--- config.mk ---
export PLATFORM = sky130hd
export DESIGN_NAME = seq_detect_param
export DESIGN_NICKNAME = d
export VERILOG_FILES = /design/src/rtl/seq_detect_pkg.sv /design/src/rtl/seq_detect_param_sat_counter.sv /design/src/rtl/seq_detect_param.sv
export SDC_FILE = /design/constraint.sdc
export NUM_CORES = 1
export LEC_CHECK = 0
export CORE_AREA = 2 2 39 41
export CTS_BUF_LIST = sky130_fd_sc_hd__clkbuf_4
export DETAILED_ROUTE_END_ITERATION = 10
export DIE_AREA = 0 0 41 43
export PLACE_DENSITY = 0.73
export SLEW_MARGIN = 30
export SYNTH_ARGS = -nofsm -noshare
export SYNTH_HDL_FRONTEND = slang
export SYNTH_HIERARCHICAL = 1
export SYNTH_SLANG_ARGS = --single-unit
export TNS_END_PERCENT = 10
--- constraint.sdc ---
create_clock -name clk -period 1.63 [get_ports clk]
set_clock_uncertainty 0.15 [all_clocks]
set_input_delay 0.163 -clock clk [delete_from_list [all_inputs] [get_ports clk]]
set_output_delay 0.163 -clock clk [all_outputs]
set_load 0.005 [all_outputs]
--- src/rtl/seq_detect_pkg.sv ---
// Shared defaults and helpers for the parametrised serial pattern detector.
package seq_detect_pkg;

  localparam int unsigned SEQ_DEF_PAT_W = 3;
  localparam logic [2:0]  SEQ_DEF_PAT   = 3'b101;
  localparam int unsigned SEQ_DEF_CNT_W = 8;

  // Width needed to hold a history fill count of 0..pat_w.
  function automatic int unsigned fill_w(input int unsigned pat_w);
    return $clog2(pat_w + 1);
  endfunction

endpackage

--- src/rtl/seq_detect_param_sat_counter.sv ---
// Saturating up-counter used for the optional match counter
// (built only when SEQ_DETECT_HIT_CNT_EN is defined).
module sat_counter #(
  parameter int unsigned W = 8
) (
  input  logic         clk,
  input  logic         reset_n,
  input  logic         inc,
  output logic [W-1:0] count
);

  logic [W-1:0] count_q;
  logic [W-1:0] count_d;

  always_comb begin
    count_d = count_q;
    if (inc && (count_q != {W{1'b1}})) begin
      count_d = count_q + W'(1);
    end
  end

  always_ff @(posedge clk or negedge reset_n) begin
    if (!reset_n) begin
      count_q <= '0;
    end else begin
      count_q <= count_d;
    end
  end

  assign count = count_q;

endmodule

--- src/rtl/seq_detect_param.sv ---
// Serial bit-pattern detector with loadable pattern and overlap control.
// Optional saturating hit counter guarded by SEQ_DETECT_HIT_CNT_EN.
module seq_detect_param
  import seq_detect_pkg::*;
#(
  parameter int unsigned      PAT_W     = SEQ_DEF_PAT_W,
  parameter logic [PAT_W-1:0] RESET_PAT = PAT_W'(SEQ_DEF_PAT),
  parameter int unsigned      CNT_W     = SEQ_DEF_CNT_W
) (
  input  logic             clk,
  input  logic             reset_n,
  input  logic             in,
  input  logic             in_valid,
  input  logic             pat_load,
  input  logic [PAT_W-1:0] pat_in,
  input  logic             overlap,
  output logic             out,
  output logic [CNT_W-1:0] hit_count
);

  localparam int unsigned       FILL_W   = fill_w(PAT_W);
  localparam logic [FILL_W-1:0] FILL_MAX = FILL_W'(PAT_W);

  logic [PAT_W-1:0]  hist_q, hist_d;
  logic [PAT_W-1:0]  pat_q, pat_d;
  logic [FILL_W-1:0] fill_q, fill_d;
  logic              out_q, out_d;
  logic [PAT_W-1:0]  hist_shift;
  logic [FILL_W-1:0] fill_inc;
  logic              accept;
  logic              match;

  // Next-state: pattern load wins over a simultaneous data bit.
  always_comb begin
    hist_d     = hist_q;
    pat_d      = pat_q;
    fill_d     = fill_q;
    out_d      = out_q;
    accept     = in_valid & ~pat_load;
    hist_shift = {hist_q[PAT_W-2:0], in};
    fill_inc   = (fill_q == FILL_MAX) ? FILL_MAX : fill_q + FILL_W'(1);
    match      = (fill_inc == FILL_MAX) && (hist_shift == pat_q);

    if (pat_load) begin
      pat_d  = pat_in;
      hist_d = '0;
      fill_d = '0;
      out_d  = 1'b0;
    end else if (in_valid) begin
      hist_d = hist_shift;
      fill_d = (match && !overlap) ? '0 : fill_inc;
      out_d  = match;
    end
  end

  always_ff @(posedge clk or negedge reset_n) begin
    if (!reset_n) begin
      hist_q <= '0;
      pat_q  <= RESET_PAT;
      fill_q <= '0;
      out_q  <= 1'b0;
    end else begin
      hist_q <= hist_d;
      pat_q  <= pat_d;
      fill_q <= fill_d;
      out_q  <= out_d;
    end
  end

  assign out = out_q;

`ifdef SEQ_DETECT_HIT_CNT_EN
  sat_counter #(
    .W (CNT_W)
  ) u_hit_cnt (
    .clk     (clk),
    .reset_n (reset_n),
    .inc     (accept & match),
    .count   (hit_count)
  );
`else
  assign hit_count = '0;
`endif

endmodule

# Word level (Yosys, flattened, before mapping)
# Index checks and enable logic that the tools add are counted.
# Widths: inputs -> output; s select.
[totals]
regBits = 8
latch_bits = 0
mem_bits_rw = 0
romBits = 0
input_bits = 9
n_memories = 0
[op_classes]
addsub = 1
n_mul = 0
div_mod_pow = 0
magnitude_cmp = 0
n_eq_ne = 3
shift = 0
muxes = 8
n_bitwise = 0
n_reduce_logical = 4
[op_table]
columns = ["op", "count"]
rows = [
  ["$mux 2", 6],
  ["$eq 2x2->1 const B", 2],
  ["$eq 3x3->1", 1],
  ["$add 2x1->2 const B", 1],
  ["$logic_and 1x1->1", 2],
  ["$mux 1", 2],
  ["$reduce_bool 2->1", 1],
  ["$logic_not 1->1", 1],
]

# Longest topological paths before layout
[depth]
depth_word = 8
ltp_mapped = 4

# Least setup slack after synthesis
# OpenSTA, ideal clock, no wires.
[synth_timing]
path_kind = "register -> register"
startpoint = "register pat_q[2]"
endpoint = "register out_q, in the netlist out"
t_arrival_ps = 1196
t_required_ps = 1402
slack_ps = 206
path_stages_with_launch = 4
synth_period_minus_slack_ps = 1424
cell_sequence = "dfstp_2 xor2_1 or4_1 a21oi_1"
[synth_via]
elab_chain_len = 4
[synth_rtl]
columns = ["item", "line", "rtl"]
rows = [
  ["from (decl)", "seq_detect_param.sv:25", "logic [PAT_W-1:0] pat_q, pat_d;"],
  ["from (signal assigned)", "seq_detect_param.sv:64", "pat_q <= pat_d;"],
  ["$eq 3x3->1", "seq_detect_param.sv:42", "match = (fill_inc == FILL_MAX) && (hist_shift == pat_q);"],
  ["$logic_and 1x1->1", "seq_detect_param.sv:42", ""],
  ["$mux 1", "seq_detect_param.sv:49", "end else if (in_valid) begin"],
  ["$mux 1", "seq_detect_param.sv:44", "if (pat_load) begin"],
  ["to (signal assigned)", "seq_detect_param.sv:66", "out_q <= out_d;"],
  ["to (decl)", "seq_detect_param.sv:27", "logic out_q, out_d;"],
]
# Every way passes these cells. The select of a mux whose other input is x is not followed.
# A chain may end at the register's enable or synchronous reset.

# Final worst setup path
# Same ends and word-level chain as after synthesis.

==> summary.txt <==
Status
  • Status: completed

Setup path
  • Worst Setup Start Kind: register
  • CP Max Fanout: 2
  • Reg2Reg Setup Slack: 0.12 ns
  • Critical Path AT: 1.52 ns
  • Crit path required time: 1.64 ns
  • Crit-path slowest cell: dfstp_2
  • Worst R2R End: out
  • Path depth of the worst reg2reg path: 3
  • Critical Path, Cell by Cell: xor2_1 > or4_1 > a21oi_1
  • RR Startpoint: pat_q[2]
  • CP peak stage delay: 0.53 ns
  • Crit path capture type: register
  • CP bufs+invs: 0
  • Cell family with most CP delay: flip-flops
  • CP Class: register to register

Finish
  • Storage element area: 203 um2
  • Multi-input logic area: roughly 180 um2
  • Layout cell share with drive strength beyond 1: 0.176
  • Layout Nets: 62
  • # diodes: 0
  • Area growth, synth to finish: 22.5%
  • Fillers: 144
  • Finished Core Util: 0.384

Synth
  • Synth area leader: dfrtp_1
  • Most common cell in the netlist: buf_4
  • Synth Instances: 41
  • Synth Area per Inst: 10.6 um2
  • Synth cell types: 19
  • Seq/Total Area, Yosys: 0.467
  • Post-synthesis instance area: about 430 um2
  • Yosys warning total: 6
  • Top post-synthesis cells by area: dfrtp_1 35%, buf_4 14%, dfstp_2 12%
  • Post-synth top area share: 0.346
  • Top_reg_cell synth: dfrtp_1
  • Yosys reg bits: 8
  • Async SR Flop Fraction: 1.00
  • Most frequent cells after synthesis: 8 x buf_4, 6 x dfrtp_1, 3 x mux2_2, 3 x xor2_1
  • Post-synth EDFFs: 0

Power and ir drop
  • Pleak: 0.238 nW
  • PwrDens: 820 nW/um2
  • Total power draw: 0.000436 W
  • Worst vdd ir: 0.000362 V

Clock network
  • Post-CTS sizing: 0
  • Clk sinks: 8
  • Worst skew pair latency: approximately 0.24 ns
  • Cts hold-fix bufs: 0
  • Maximum clock insertion buffer count: 2
  • # Post-CTS Setup Buffers: 0
  • Clock buffer count from CTS: 3
  • H-tree lvl count: 1
  • Clk slew on worst S/H paths: 0.05 ns
  • TritonCTS clock tree: done
  • Root Driver: clkbuf_4

STA
  • Share of the clock period used by the worst path: 0.925
  • Fmax: 663 MHz
  • Slew Limit Fails: 0
  • Endpoints failing setup: 0
  • Min Hold Slack: 0.0472 ns
  • RSZ-0062 raised after global routing: false
  • Tmin final: roughly 1.5 ns
  • Total Neg Setup Slack: 0 ns
  • Final Hold Viols: 0

Flow run
  • Max-Cap Viols: 0

Detailed routing
  • Routed via count: 305
  • DRC: 0
  • Antenna Nets Post-Route: 0
  • Total Wirelength: 665 um
  • Drt via density: roughly 4.6
  • Wire per inst: about 9.9 um
  • Drt first-iter violations: 0
  • DRT Pass-1 Iters: 1

Global routing
  • Total gr overflow: 0
  • First-pass GRT wire length: 1210 um
  • Tot GR Track Use: 0.0996
  • Largest net degree at the start of global routing: 10
  • Vias in the first global route: just under 300
  • Initial antenna violation count: 0

Worst hold path
  • Hold Crit Class: input pin to async pin

Place
  • Global placer's final weighted congestion: 0.761
  • Hpwl dp: 562 um
  • IO buf count: 9

Floorplan
  • Core area: 1380 um2
  • Die area: 1760 um2
  • Die width: 41 um
  • Initial Util: 0.314
  • IO Pins: 18
  • Die height: 43 um
  • Rows: 14
==> cells by family (layout without fill, tap and decap cells) <==
| logic type | count (synthesis) | after routing | synth area share |
|---|---|---|---|
| buffers and inverters | 12 | 15 | 0.176 |
| flip-flops | 8 | 8 | 0.467 |
| AND/OR/NAND/NOR | 7 | 7 | 0.0865 |
| AO/OA/AOI/OAI | 5 | 5 | 0.0778 |
| multiplexers | 5 | 5 | 0.124 |
| XOR/XNOR | 3 | 3 | 0.0605 |
| other | 1 | 8 | 0.00864 |
==> where the power goes <==
part           internal, W  switching [W]
clock            0.0000837      0.0000595
sequential        0.000216      0.0000103
combinational    0.0000368      0.0000293
==> how the worst max path moves through the flow <==
stage                   from   to  slack (ns)  cells after the start
global route        pat_q[2]  out        0.06                      3
floorplan           pat_q[2]  out        0.21                      3
CTS                 pat_q[2]  out        0.12                      3
detailed placement        in  out        0.03                      4
global placement          in  out        0.05                      4
finish              pat_q[2]  out        0.12                      3
==> state kept, by name (all words and copies together) (netlist names) <==
name,flops
pat_q,3
fill_q,2
hist_q,2
out,1
==> metal layers <==
| metal | wire (um) | part of all wire | track usage |
|---|---|---|---|
| met2 | 344 | 0.52 | 0.150 |
| met1 | 279 | 0.42 | 0.137 |
| met5 | 0 | 0 | 0 |
| met4 | 0 | 0 | 0.0400 |
| met3 | 40 | 0.060 | 0.0157 |
==> layout by cell type, fill, tap and decap left out <==
| cell | n |
|---|---|
| nand2_1 | 1 |
| nand2b_1 | 2 |
| or4_1 | 1 |
| o32ai_1 | 1 |
| mux2_2 | 3 |
| conb_1 | 8 |
| mux2i_1 | 2 |
| clkdlybuf4s50_1 | 9 |
| buf_4 | 1 |
| dfrtp_1 | 6 |
| nor2_1 | 2 |
| a21oi_1 | 2 |
| dfstp_2 | 2 |
| o211ai_1 | 1 |
| nor4_1 | 1 |
| inv_1 | 2 |
| a211oi_1 | 1 |
| clkbuf_4 | 3 |
| xor2_1 | 3 |
==> cell type report <==
type	count	area share
tap	16	0.0376
clock buffer	3	0.0424
multi-input combinational	28	0.341
timing repair buffer	10	0.184
sequential	8	0.381
inverter	2	0.0141
==> metrics by stage <==
step | setup slack (ns) | instances | area, um2
2_1_floorplan | 0.206 | 48 | 460
3_3_place_gp | 0.0529 | 64 | 509
3_5_place_dp | 0.0276 | 64 | 509
4_1_cts | 0.124 | 67 | 532
5_1_grt | 0.0584 | 67 | 532
6_report | 0.122 | 67 | 532
Note: power is estimated with default switching activity, not from simulation.
